==> src/rtl/regfile_sb.sv <==
// Register file with per-register busy scoreboard; reads are combinational, all state updates on negedge clk.
// Optional same-cycle write-to-read forwarding when REGFILE_BYPASS_EN is defined.
module regfile_sb #(
  parameter int DATA_W   = 8,
  parameter int ADDR_W   = 2,
  parameter int ZERO_REG = 0
) (
  input  logic              clk,
  input  logic              clr,
  input  logic [ADDR_W-1:0] readreg1,
  input  logic [ADDR_W-1:0] readreg2,
  input  logic [ADDR_W-1:0] writereg,
  input  logic [DATA_W-1:0] data,
  input  logic              regwrite,
  input  logic [ADDR_W-1:0] resreg,
  input  logic              reserve,
  output logic [DATA_W-1:0] read1,
  output logic [DATA_W-1:0] read2,
  output logic              busy1,
  output logic              busy2,
  output logic              res_conflict,
  output logic [ADDR_W:0]   busy_count
);

  localparam int NREGS = 1 << ADDR_W;

  logic [DATA_W-1:0] regs_q [NREGS];
  logic [DATA_W-1:0] regs_d [NREGS];
  logic [NREGS-1:0]  busy_q, busy_d;
  logic [ADDR_W:0]   cnt_q, cnt_d;

  logic wr_en, rs_en, inc, dec;
  logic rd1_zero, rd2_zero;
  logic [DATA_W-1:0] st_rd1, st_rd2;
  logic st_busy1, st_busy2;

  // Register 0 swallows writes and reserves when hardwired to zero.
  assign wr_en    = regwrite && !((ZERO_REG != 0) && (writereg == '0));
  assign rs_en    = reserve  && !((ZERO_REG != 0) && (resreg   == '0));
  assign rd1_zero = (ZERO_REG != 0) && (readreg1 == '0);
  assign rd2_zero = (ZERO_REG != 0) && (readreg2 == '0);

  assign inc = rs_en && !busy_q[resreg];
  assign dec = wr_en && busy_q[writereg] && !(rs_en && (resreg == writereg));

  always_comb begin
    regs_d = regs_q;
    busy_d = busy_q;
    if (wr_en) begin
      regs_d[writereg] = data;
      busy_d[writereg] = 1'b0;
    end
    // Reserve applied after the write so a same-address reservation wins.
    if (rs_en) begin
      busy_d[resreg] = 1'b1;
    end
    cnt_d = cnt_q + (ADDR_W+1)'(inc) - (ADDR_W+1)'(dec);
  end

  always_ff @(negedge clk) begin
    if (clr) begin
      for (int i = 0; i < NREGS; i++) begin
        regs_q[i] <= '0;
      end
      busy_q <= '0;
      cnt_q  <= '0;
    end else begin
      regs_q <= regs_d;
      busy_q <= busy_d;
      cnt_q  <= cnt_d;
    end
  end

  assign st_rd1   = rd1_zero ? '0 : regs_q[readreg1];
  assign st_rd2   = rd2_zero ? '0 : regs_q[readreg2];
  assign st_busy1 = !rd1_zero && busy_q[readreg1];
  assign st_busy2 = !rd2_zero && busy_q[readreg2];

`ifdef REGFILE_BYPASS_EN
  logic byp1, byp2;

  assign byp1 = !clr && wr_en && (readreg1 == writereg);
  assign byp2 = !clr && wr_en && (readreg2 == writereg);

  always_comb begin
    read1 = clr ? '0 : (byp1 ? data : st_rd1);
    read2 = clr ? '0 : (byp2 ? data : st_rd2);
    busy1 = byp1 ? (rs_en && (resreg == readreg1)) : st_busy1;
    busy2 = byp2 ? (rs_en && (resreg == readreg2)) : st_busy2;
  end
`else
  always_comb begin
    read1 = st_rd1;
    read2 = st_rd2;
    busy1 = st_busy1;
    busy2 = st_busy2;
  end
`endif

  assign res_conflict = rs_en && busy_q[resreg];
  assign busy_count   = cnt_q;

endmodule

==> config.mk <==
export PLATFORM = sky130hd
export DESIGN_NAME = regfile_sb
export DESIGN_NICKNAME = d
export VERILOG_FILES = /design/src/rtl/regfile_sb.sv
export SDC_FILE = /design/constraint.sdc
export NUM_CORES = 1
export LEC_CHECK = 0
export BUFFER_PORTS_ARGS = -buffer_cell sky130_fd_sc_hd__buf_2
export CORE_UTILIZATION = 35
export CTS_CLUSTER_SIZE = 16
export DETAILED_ROUTE_END_ITERATION = 7
export GPL_ROUTABILITY_DRIVEN = 0
export PLACE_DENSITY = 0.52
export RECOVER_POWER = 25
export SYNTH_ARGS = -nofsm -noshare
export SYNTH_HDL_FRONTEND = slang
export SYNTH_SLANG_ARGS = --single-unit
==> constraint.sdc <==
create_clock -name clk -period 3.6 [get_ports clk]
set_clock_uncertainty 0.15 [all_clocks]
set_input_delay 0.72 -clock clk [delete_from_list [all_inputs] [get_ports clk]]
set_output_delay 0.72 -clock clk [all_outputs]
set_load 0.05 [all_outputs]
==> impl_results.md <==
- Syn nets: 203
- Total negative setup slack: -8720 ps
- Nature of the critical path endpoint: flip-flop
- Total gr overflow: 0
- RSZ-0062 raised after global routing: true
- GRT met2 Usage: 28.5%
- Clk slew on worst S/H paths: 30 ps
- Synth Area in Compound Gates: 3.60%
- Max-slew violations: 0
- DIE WIDTH: 77.3 um
- CTS tree: built
- # DRC: 0
- Tot Pwr: 1.19 mW
- Die span in y: 77.3 um
- Effective utilization at floorplan: 36.2%
- Worst hold path type: flip-flop to flip-flop
- Synth Area in Simple Gates: 12.9%
- Layout net count: 299
- # hold bufs at CTS: 0
- Post-synthesis mux area share: 35.0%
- Sequential share of the synthesized area: 39.4%
- Drt initial violations: 116
- Vias in the first global route: 1758
- Xor and xnor area share after synthesis: 1.77%
- Antenna fix cells: 0
- Core area: 0.00547 mm2
- Die area: 0.00597 mm2
- P_leak: 1.36 nW
- Row cnt: 27
- Largest area contributor in the netlist: dfxtp_1
- Largest net degree at the start of global routing: 28
- # H-tree levels: 2
- Pre-CTS setup slack: -1020 ps
- Post-DRT Antenna Nets: 0
- Final non-filler cell total: 349
- Register bit total from synthesis: 39
- Status: finished with violations
- Yosys top cell area share: 39.4%
- Syn avg cell area: 11.0 um2
- Critical Path AT: 2520 ps
- Met1 Usage GRT: 20.9%
- CTS Root Cell: clkbuf_8
- Synth Instances: 180
- CTS buffer count: 5
- Largest family of logic cells by synthesized area: multiplexers
- Vias per cell: 4.91
- Pwr/cell area: 422 mW/mm2
- Proportion of layout cells with a drive suffix above 1: 37.2%
- Rel. slew slack: 74.9%
- Synth area leaders: dfxtp_1, mux4_2, mux2i_1, nor2_1, nand2_1
- GRT Overall Usage: 18.5%
- Utilization after layout: 51.6%
- Clock Tree Buf Depth: 2
- Cells after DPL: 303
- Initial antenna violation count: 0
- Distinct cells, synth: 24
- Port Buffers: 41
- Failing checks: setup timing
- Vias: 1712
- TritonCTS Sinks: 39
- Layout overhead on the synthesized area: 42.4%
- Wire per inst: 14.4 um
- Max_cap viols: 0
- Ports: 42
- Fin. Hold Viols: 0
- Worst slew pin tran: 377 ps
- WP data required: 1930 ps
- Cell area after synthesis: 0.00198 mm2
- Grt met3 use: 8.57%
- Clk_lat worst skew: 360 ps
- DP HPWL: 3380 um
- Setup WS post-layout: -584 ps
- Synth Area in Adders: 2.27%
- Ys Warns: 0
- Worst VDD drop: 265 uV
- First-pass GRT wire length: 8250 um
- Endpoints failing setup: 22
- Most crowded layer after global routing: met2
- Critical path startpoint category: primary input
- Detailed Routing Iterations Pass 1: 4
- Crit path kind: primary input to flip-flop
- Routed WL: 5030 um
- CP max FO: 2
-- layer usage --
metal / share of wire, % / vias up
met5: 0 / -
met4: 1.3 / 0
met3: 4.9 / 6
met2: 51 / 44
met1: 43 / 835
li1: - / 827
-- critical path, stage by stage --
cell and delay, ps:
buf_6 70, mux4_2 490, nand2b_4 160, ha_4 250
inv_2 30, ha_4 140, fa_2 510, nor2b_1 120
-- final cells by class --
cell class                 instances  area (um2)
clock buffer                       5        68.8
clock inverter                    42         160
fill                             541        2650
inverter                           5        18.8
multi-input combinational        121        1150
sequential                        39         788
tap                               72        90.1
timing repair buffer              65         548
-- timing repair --
item / CTS / global route
gates resized for setup: 47 / 6
endpoints found under the setup margin: 25 / 24
hold endpoints to repair: 0 / 0
buffers inserted: 0 / 0
pin swaps: 0 / 1
-- layout by cell type (no fill, tap or decap) --
cell type    n
a21oi_1      9
a2bb2oi_1    2
a32oi_1      1
and2_4       1
and3_1       1
and3_4       1
buf_12       2
buf_2       16
buf_4       19
buf_6       24
clkbuf_1     4
clkbuf_8     5
clkinvlp_2   2
dfxtp_1     33
dfxtp_2      6
fa_2         1
ha_4         2
inv_1       44
inv_2        1
mux2i_1     24
mux4_2      20
nand2_1     17
nand2b_1     1
nand2b_4     1
nand3_1      3
nand3b_1     2
nor2_1      28
nor2b_1      1
nor2b_4      1
nor3b_2      1
xnor2_1      4
-- report_power, final --
part / internal (mW) / switching [mW] / total, mW
Combinational: 0.119 / 0.138 / 0.257
Clock: 0.188 / 0.269 / 0.456
Sequential: 0.459 / 0.0183 / 0.477
Total: 0.765 / 0.426 / 1.19
-- sequential cells by signal (all words and copies together) (netlist names) --
signal	count
regs_q	32
busy_count	3
busy_q	4
-- Yosys cell counts --
| cell type | number |
|---|---|
| nand3_1 | 3 |
| mux2i_1 | 24 |
| buf_2 | 5 |
| nand2_1 | 17 |
| nor2_1 | 28 |
| buf_4 | 3 |
| ha_1 | 2 |
| a2bb2oi_1 | 2 |
| dfxtp_1 | 39 |
| and3_1 | 2 |
| a21oi_1 | 9 |
| fa_1 | 1 |
| nand3b_1 | 2 |
| and2_1 | 1 |
| buf_6 | 1 |
| nand2b_1 | 2 |
| inv_1 | 6 |
| mux4_2 | 19 |
| mux4_1 | 1 |
| a32oi_1 | 1 |
| nor2b_1 | 2 |
| nor3b_2 | 1 |
| clkbuf_1 | 5 |
| xnor2_1 | 4 |
-- logic make-up after synthesis --
logic type	count (synthesis)
muxes	44
xor gates and xnor gates	4
and+or+nand+nor	58
DFF	39
buffers and inverters	20
adders and majority gates	3
AOI/OAI and AO/OA	12
-- path summary, 6_finish.rpt --
| kind | slack, ps | endpoint | startpoint | cells after the start |
|---|---|---|---|---|
| min | 310 | regs_q[2]$_SDFFE_NP0P_ | regs_q[2]$_SDFFE_NP0P_ | 2 |
| max reg2reg | 1250 | busy_count[1]$_SDFF_NP0_ | busy_q[0]$_SDFF_NP0_ | 8 |
| min reg2reg | 310 | regs_q[2]$_SDFFE_NP0P_ | regs_q[2]$_SDFFE_NP0P_ | 2 |
| max | -580 | busy_count[1]$_SDFF_NP0_ | resreg[0] | 8 |
-- through the flow --
stage	area, um2	hold slack [ps]
floorplan	2020	293
global placement	2440	305
detailed placement	2440	313
CTS	2820	318
global route	2820	336
finish	2820	312
No activity file was read; power rests on OpenSTA's default activity.
